[config.mk]
export PLATFORM = sky130hd
export DESIGN_NAME = float_adder_pipe_norm
export DESIGN_NICKNAME = d
export VERILOG_FILES = /design/src/rtl/float_adder_pipe_norm.sv
export SDC_FILE = /design/constraint.sdc
export NUM_CORES = 1
export LEC_CHECK = 0
export ABC_AREA = 1
export BUFFER_PORTS_ARGS = -buffer_cell sky130_fd_sc_hd__buf_2
export CAP_MARGIN = 15
export CORE_MARGIN = 2
export CORE_UTILIZATION = 55
export DETAILED_ROUTE_END_ITERATION = 6
export MAX_ROUTING_LAYER = met4
export PLACE_DENSITY = 0.77
export SLEW_MARGIN = 5
export SYNTH_ARGS = -nofsm -noshare
export SYNTH_HDL_FRONTEND = slang
export SYNTH_SLANG_ARGS = --single-unit
[constraint.sdc]
create_clock -name clk -period 9.1 [get_ports clk]
set_input_delay 0.455 -clock clk [delete_from_list [all_inputs] [get_ports clk]]
set_output_delay 0.455 -clock clk [all_outputs]
set_load 0.03 [all_outputs]
[src/rtl/float_adder_pipe_norm.sv]
// Normalize/round back end of a single-precision adder: two-register pipeline.
// Register A holds the raw sum plus its leading-zero count. Register B holds
// the normalized, rounded result. The macro FADD_NORM_FLAGS_EN adds a
// registered flags output {overflow, underflow, inexact}.
module float_adder_pipe_norm (
  input  logic        clk,
  input  logic        rst,
  input  logic        in_valid,
  output logic        in_ready,
  input  logic [1:0]  n_rm,
  input  logic        n_sign,
  input  logic [7:0]  n_exp,
  input  logic [27:0] n_frac,
  input  logic        n_inf_nan,
  input  logic [22:0] n_inf_nan_frac,
  output logic        out_valid,
  input  logic        out_ready,
  output logic [31:0] s
`ifdef FADD_NORM_FLAGS_EN
  ,
  output logic [2:0]  flags
`endif
);

  logic        a_valid_q, out_valid_q;
  logic [1:0]  a_rm_q;
  logic        a_sign_q, a_inf_q;
  logic [7:0]  a_exp_q;
  logic [27:0] a_frac_q;
  logic [4:0]  a_lz_q, lz_d;
  logic [22:0] a_infrac_q;
  logic [31:0] s_q, s_d;
  logic        a_adv, b_adv;

  logic [26:0] m_n;
  logic [9:0]  e_n, e_r;
  logic [7:0]  sh;
  logic        g, r, st, lsb, grs_any, inc, away, ovf;
  logic [24:0] sum;
  logic [23:0] mant;

  assign b_adv     = !out_valid_q || out_ready;
  assign a_adv     = !a_valid_q || b_adv;
  assign in_ready  = rst || a_adv;
  assign out_valid = out_valid_q;
  assign s         = s_q;

  // Leading zeros of n_frac[26:0]; the highest set bit wins (27 when all zero).
  always_comb begin
    lz_d = 5'd27;
    for (int unsigned i = 0; i < 27; i++)
      if (n_frac[i]) lz_d = 5'(26 - i);
  end

  // Register A valid flag.
  always_ff @(posedge clk) begin
    if (rst)        a_valid_q <= 1'b0;
    else if (a_adv) a_valid_q <= in_valid;
  end

  // Register A payload; no reset needed.
  always_ff @(posedge clk) begin
    if (!rst && a_adv && in_valid) begin
      a_rm_q     <= n_rm;
      a_sign_q   <= n_sign;
      a_exp_q    <= n_exp;
      a_frac_q   <= n_frac;
      a_lz_q     <= lz_d;
      a_inf_q    <= n_inf_nan;
      a_infrac_q <= n_inf_nan_frac;
    end
  end

  // Normalize: carry shifts right with sticky, otherwise shift left by lz or into denormal range.
  always_comb begin
    m_n = '0;
    e_n = '0;
    sh  = '0;
    if (a_frac_q[27]) begin
      m_n = {a_frac_q[27:2], a_frac_q[1] | a_frac_q[0]};
      e_n = {2'b00, a_exp_q} + 10'd1;
    end else if (a_exp_q > {3'b000, a_lz_q}) begin
      m_n = a_frac_q[26:0] << a_lz_q;
      e_n = {2'b00, a_exp_q} - {5'd0, a_lz_q};
    end else begin
      sh  = (a_exp_q == 8'd0) ? 8'd0 : a_exp_q - 8'd1;
      m_n = a_frac_q[26:0] << sh;
      e_n = '0;
    end
  end

  // Round, renormalize, detect overflow and select the packed result.
  always_comb begin
    g       = m_n[2];
    r       = m_n[1];
    st      = m_n[0];
    lsb     = m_n[3];
    grs_any = g | r | st;
    case (a_rm_q)
      2'b00:   inc = g & (r | st | lsb);
      2'b01:   inc = a_sign_q & grs_any;
      2'b10:   inc = !a_sign_q & grs_any;
      default: inc = 1'b0;
    endcase
    away = (a_rm_q == 2'b01 && a_sign_q) || (a_rm_q == 2'b10 && !a_sign_q);
    sum  = {1'b0, m_n[26:3]} + {24'd0, inc};
    if (sum[24]) begin
      mant = sum[24:1];
      e_r  = e_n + 10'd1;
    end else begin
      mant = sum[23:0];
      e_r  = e_n;
    end
    // A denormal that rounds up into the hidden-bit position becomes the smallest normal.
    if (e_r == 10'd0 && mant[23]) e_r = 10'd1;
    ovf = e_r >= 10'd255;
    if (a_inf_q)
      s_d = {a_sign_q, 8'hFF, a_infrac_q};
    else if (a_frac_q == 28'd0)
      s_d = {a_rm_q == 2'b01, 31'd0};
    else if (ovf)
      s_d = (a_rm_q == 2'b00 || away) ? {a_sign_q, 8'hFF, 23'd0}
                                      : {a_sign_q, 8'hFE, 23'h7FFFFF};
    else
      s_d = {a_sign_q, e_r[7:0], mant[22:0]};
  end

  // Register B: output valid and result.
  always_ff @(posedge clk) begin
    if (rst) begin
      out_valid_q <= 1'b0;
      s_q         <= '0;
    end else if (b_adv) begin
      out_valid_q <= a_valid_q;
      if (a_valid_q) s_q <= s_d;
    end
  end

`ifdef FADD_NORM_FLAGS_EN
  logic [2:0] flags_q, flags_d;
  logic       arith;

  // Exception flags for arithmetic results; specials and exact zero raise none.
  always_comb begin
    arith   = !a_inf_q && (a_frac_q != 28'd0);
    flags_d = '0;
    if (arith) begin
      if (ovf) flags_d = 3'b101;
      else     flags_d = {1'b0, (e_r == 10'd0) && grs_any, grs_any};
    end
  end

  // Flags register, captured alongside s.
  always_ff @(posedge clk) begin
    if (rst)                     flags_q <= '0;
    else if (b_adv && a_valid_q) flags_q <= flags_d;
  end

  assign flags = flags_q;
`endif

endmodule

* Word-level counts from Yosys, hierarchy flattened
Index checks and enable logic that the tools add are counted.
Operators by class: muxes and demuxes 39, divide/modulo/power cells 0, eq/ne operators 2, reduce and logical (&&, ||, !) cells 23, shifts and indexed selects 2, multiply operators 0, add/sub/neg operators 5, bitwise operators 8, $lt $le $gt $ge 2
Operators with widths (number):
- 32-bit 2-to-1 mux | 2
- 27-bit 2-to-1 mux | 2
- 5-bit 2-to-1 mux | 10
- 24-bit 2-to-1 mux | 2
- 10-bit 2-to-1 mux | 4
- 4-bit 2-to-1 mux | 8
- 31-bit 2-to-1 mux | 1
- 28-bit logical NOT | 1
- 27-bit by 5-bit left shift with 27-bit output | 1
- 27-bit by 8-bit left shift with 27-bit output | 1
- 24-bit by 1-bit adder with 25-bit output | 1
- 16-bit OR reduction | 1
- 3-bit 2-to-1 mux | 4
- 10-bit by 1-bit adder with 10-bit output, second input constant | 1
- 10-bit by 8-bit >= comparator with 1-bit output, second input constant | 1
- 10-bit logical NOT | 1
- 8-bit by 1-bit adder with 9-bit output, second input constant | 1
- 8-bit by 5-bit subtractor with 9-bit output | 1
- 8-bit by 5-bit > comparator with 1-bit output | 1
- 8-bit logical NOT | 1
- 8-bit 2-to-1 mux | 1
- 8-bit OR reduction | 1
- 8-bit by 1-bit subtractor with 8-bit output, second input constant | 1
- 1-bit logical AND | 5
- 13 further kinds | 28
Storage, ports and cells: latch bits 0, memory bits (writable) 0, bits in registers 102, output and inout bits 34, input bits 67, bits in read-only memories 0, memories 0

* Depth between registers and ports, before layout
depth in word-level cells 26, gate-level depth with buffers 39, mapped depth without buffers 38

* Worst setup path after synthesis
Ideal clock, no wire load.
kind register to register, start point register a_exp_q[4], end point register s_q[12], in the netlist s[12], path slack 4.506 ns, data arrival time 4.471 ns, required time 8.978 ns, stages on the path, launching flop included 35, path through edfxtp_1 ha_1 nand2_1 inv_1 nand2_1 nand2_1 nor2_1 nand2_2 nand3_1 nand2_2 buf_2 nor2_1 nand2_1 nand2_1 nand3_1 o21ai_0 o211ai_1 a21oi_1 ha_1 ha_1 nand2_1 nor2_4 nand2_1 nor3_4 nand3_2 buf_6 nand2_2 nand2_2 nor2_2 nand3_2 nand2_4 nand2_4 buf_6 o211ai_1 a21oi_1
Between the ends: cells in the longest elaborated chain, start to end 18, elaborated cells between the ends (all ways) 30, classes of those cells add/sub (5); order compare (2); shift (1); mux (12); bitwise (7); reduce/logical (3)
Ends and longest elaborated chain:
- start, declared | RTL line 28 | logic [7:0] a_exp_q;
- start signal, assigned | RTL line 66 | a_exp_q <= n_exp;
- 8-bit by 1-bit subtractor with 8-bit output or 8-bit logical NOT (tied branches) | RTL line 86 | sh = (a_exp_q == 8'd0) ? 8'd0 : a_exp_q - 8'd1;
- 8-bit 2-to-1 mux | RTL line 86
- 27-bit by 8-bit left shift with 27-bit output | RTL line 87 | m_n = a_frac_q[26:0] << sh;
- 27-bit 2-to-1 mux | RTL line 82 | end else if (a_exp_q > {3'b000, a_lz_q}) begin
- 27-bit 2-to-1 mux | RTL line 79 | if (a_frac_q[27]) begin
- 1-bit OR, on equally long branches (2 in a row) | RTL line 98, 100
- 1-bit bitwise AND, on equally long branches | RTL line 102, 100, 101
- 1-bit case mux with 3 select lines | RTL line 99 | case (a_rm_q)
- 24-bit by 1-bit adder with 25-bit output | RTL line 106 | sum = {1'b0, m_n[26:3]} + {24'd0, inc};
- 10-bit 2-to-1 mux | RTL line 107 | if (sum[24]) begin
- 10-bit logical NOT | RTL line 115 | if (e_r == 10'd0 && mant[23]) e_r = 10'd1;
- 1-bit logical AND | RTL line 115
- 10-bit 2-to-1 mux | RTL line 115
- 10-bit by 8-bit >= comparator with 1-bit output | RTL line 116 | ovf = e_r >= 10'd255;
- 31-bit 2-to-1 mux (*) | RTL line 121 | else if (ovf)
- 32-bit 2-to-1 mux (*) | RTL line 119 | else if (a_frac_q == 28'd0)
- 32-bit 2-to-1 mux (*) | RTL line 117 | if (a_inf_q)
- end signal, assigned | RTL line 132 | s_q <= '0;
- end signal, assigned | RTL line 135 | if (a_valid_q) s_q <= s_d;
- end, declared | RTL line 32 | logic [31:0] s_q, s_d;
Every way passes the cells marked *; elsewhere a longest branch is shown, timed or not. A chain may end at the register's enable or synchronous reset.

* Final worst setup path
start point register a_exp_q[4], end point register s_q[16], in the netlist s[16]
The elaborated chain is that of the path after synthesis.

==> key figures <==
Power
  – Power Dens Cells: about 140 nW/um^2
  – Worst IR Drop VDD: approximately 100 uV
  – Leak: between 3 and 4 nW
  – Final Power: approximately 1.2 mW

Die
  – Die ar.: 14,800 um^2
  – Core ar.: ~14,000 um^2
  – Die width: between 100 and 150 um
  – Row cnt: 43
  – Initial core utilization: 55.5%
  – Ports: between 100 and 150
  – Die Y: around 120 um

CTS
  – Setup Buffers After CTS: 0
  – Max Buffers Root-to-Sink: 2
  – Root buf cell: clkbuf_16
  – Clock slew seen by the registers of the worst setup and hold paths: roughly 0.07 ns
  – CTS Buf Count: 9
  – H-Tree Depth: 3
  – CTS tree: built
  – Later-pin clock latency in the skew report: approximately 0.37 ns
  – Number of hold buffers added after cts: 0
  – Num Clock Sinks: 102
  – CTS-repair resized insts: 0

Synthesis
  – Syn_nets: between 1,000 and 1,500
  – Cell count after synthesis: 1,087
  – Syn Area/Cell: between 7 and 8 um^2
  – Commonest register cell after synthesis: edfxtp_1
  – Synth Register Bits: roughly 100
  – Number of flops mapped to enable cells by yosys: between 60 and 70
  – Async set or reset register ratio after synthesis: 0%
  – Register area share after synthesis: between 30% and 40%
  – Synthesized area: 7620 um^2
  – Yosys cell types: 50
  – YS warnings: 0

Global route
  – Initial antenna violation count: 0
  – First-pass GRT wire length: between 30 and 40 mm
  – Largest net degree at the start of global routing: 69
  – Global route overflow: 0
  – Vias in the first global route: 7,210
  – Total GRT Usage: approximately 30%

Final layout
  – Sequential cell area: 2720 um^2
  – Area Overhead vs Synth: 10.6%
  – Fin nets: about 1,200
  – Most common cell after layout, fill and taps aside: nand2_1
  – Layout cells sized above 1: 15.2%
  – Multi-input gate area: approximately 4300 um^2
  – Most frequent cells in the layout: nand2_1, nand3_1, buf_2
  – # fillers: about 1,300
  – Util after Layout: 61.4%
  – # diodes: 0

Worst setup path
  – Crit end category: flip-flop
  – Crit path required time: a little over 9 ns
  – Slowest stage delay, CP: 0.47 ns
  – Crit-path slowest cell: edfxtp_1
  – Most used cell, CP: nand2_1
  – Setup CP Type: reg2reg
  – Worst EP arrival: about 6.2 ns
  – CP Launch Type: flip-flop
  – Crit-path max FO: 30

STA
  – Final hold slack: 0.262 ns
  – Tcrit/Tclk final: roughly two thirds
  – Slew Limit Fails: 0
  – Tightest Pin Transition: roughly 1.1 ns
  – Fin. Hold Viols: 0
  – Setup_tns: 0 ns
  – RSZ-0062 raised after global routing: no
  – Relative slew margins: between 20% and 30%
  – Setup Skew: 0.00990 ns
  – Crit path time final: 5.99 ns
  – Final setup vio count: 0
  – Achievable Freq: between 0.15 and 0.2 GHz

Routing
  – Drt wl/cell: around 16 um
  – Post-route ant nets: 0
  – Total Wirelength: about 21 mm
  – Via-per-instance ratio: ~5.8
  – Met3 wire length: ~1.3 mm
  – Metal-1 WL: between 9 and 10 mm
  – Routed vias: ~7,800
  – Met2 Wirelength: 9.68 mm
  – Post-route DRC: 0
  – Top Metal Used: met4
  – Drt pass-1 iters: 6
  – DR iter-0 viols: around 700

Hold path
  – Worst min path class: in2reg

Run status
  – Status: complete, no violations

Placement
  – Post-DP HPWL: between 15 and 20 mm
  – I/O Buffers: 100
  – RePlAce Congestion: about 1.0

Run
  – Maximum Capacitance Violations: 0
==> stage by stage <==
stage / instances / setup WS [ns] / area [um^2]
2_1_floorplan: 1087 / 4.51 / 7620
3_3_place_gp: 1326 / 3.43 / 8140
3_5_place_dp: 1326 / 3.27 / 8140
4_1_cts: 1342 / 3.23 / 8420
5_1_grt: 1342 / 2.59 / 8420
6_report: 1342 / 3.11 / 8420
==> Yosys cell counts (2+ instances only) <==
master | instances | share of area (%)
o311ai_0 | 2 | 0.23
a21boi_0 | 2 | 0.20
o21a_1 | 3 | 0.30
buf_4 | 5 | 0.49
a31oi_1 | 5 | 0.41
dfxtp_1 | 34 | 8.9
nor3_1 | 5 | 0.33
xor2_1 | 18 | 2.1
inv_2 | 4 | 0.20
nand3_1 | 169 | 11
clkbuf_1 | 22 | 1.1
nand2_2 | 10 | 0.82
nor2_1 | 78 | 3.8
nand3_2 | 9 | 1.2
nand3b_1 | 2 | 0.20
edfxtp_1 | 68 | 27
o22ai_1 | 4 | 0.33
o221ai_1 | 2 | 0.23
ha_1 | 14 | 2.3
nand2_1 | 318 | 16
buf_6 | 6 | 0.89
or2_2 | 5 | 0.41
nor2_4 | 3 | 0.44
inv_4 | 2 | 0.16
buf_2 | 13 | 0.85
nand4_1 | 18 | 1.5
inv_1 | 78 | 3.8
nand2_4 | 5 | 0.74
nor4_1 | 10 | 0.82
o21ai_4 | 2 | 0.43
o21ai_0 | 51 | 3.4
o211ai_1 | 9 | 0.89
o21ai_2 | 3 | 0.34
a21oi_1 | 74 | 4.9
nor2_2 | 8 | 0.66
xnor2_1 | 12 | 1.4
==> critical path: cells and delay by family (launching register included) <==
kind	cells	cell delay, ns
AOI/OAI and AO/OA	5	0.84
adders and majority gates	3	0.78
buffers and inverters	1	0.18
DFF	1	0.47
and+or+nand+nor	21	3.55
==> metal layers <==
layer  track usage, %  vias up
met3             5.43       58
met4             12.3        0
met1             39.1     3590
met5                -        -
met2             46.3      287
li1                 -     3821
==> worst paths after layout <==
| check | cells after the start | startpoint | end | slack, ns |
|---|---|---|---|---|
| max | 30 | a_exp_q[4]$_DFFE_PP_ | s[16]$_SDFFE_PP0P_ | 3.11 |
| min | 1 | n_sign | a_sign_q$_DFFE_PP_ | 0.26 |
| max reg2reg | 30 | a_exp_q[4]$_DFFE_PP_ | s[16]$_SDFFE_PP0P_ | 3.11 |
| min reg2reg | 2 | s[30]$_SDFFE_PP0P_ | s[30]$_SDFFE_PP0P_ | 0.47 |
==> state kept, by name, summed over array words and instances, names as in the netlist <==
register    cells
a_sign_q        1
out_valid       1
a_rm_q          2
s              32
a_infrac_q     23
a_valid_q       1
a_exp_q         8
a_frac_q       28
a_inf_q         1
a_lz_q          5
==> final cells by class <==
class / count / share of cell area [%]
Clock buffer: 9 / 2.67
Multi-Input combinational cell: 855 / 51.4
Clock inverter: 7 / 0.757
Inverter: 84 / 3.80
Tap cell: 180 / 2.67
Sequential cell: 102 / 32.3
Timing Repair Buffer: 105 / 6.39
==> cells by family (layout without fill, tap and decap cells) <==
group	count (synthesis)	in the layout	share of synthesized area, %
buffers and inverters	130	205	7.52
AND/OR/NAND/NOR	644	644	38.2
AO/OA/AOI/OAI	166	166	12.5
XOR/XNOR	30	30	3.45
flip-flops	102	102	35.7
adder cells (fa/ha/maj)	15	15	2.56
==> power breakdown <==
part	leakage (nW)	total, mW	switching, mW	internal [mW]
clock network	0.142	0.384	0.192	0.192
logic	2.81	0.291	0.198	0.0928
registers	0.916	0.539	0.0176	0.521
(Power assumes the default switching activity.)
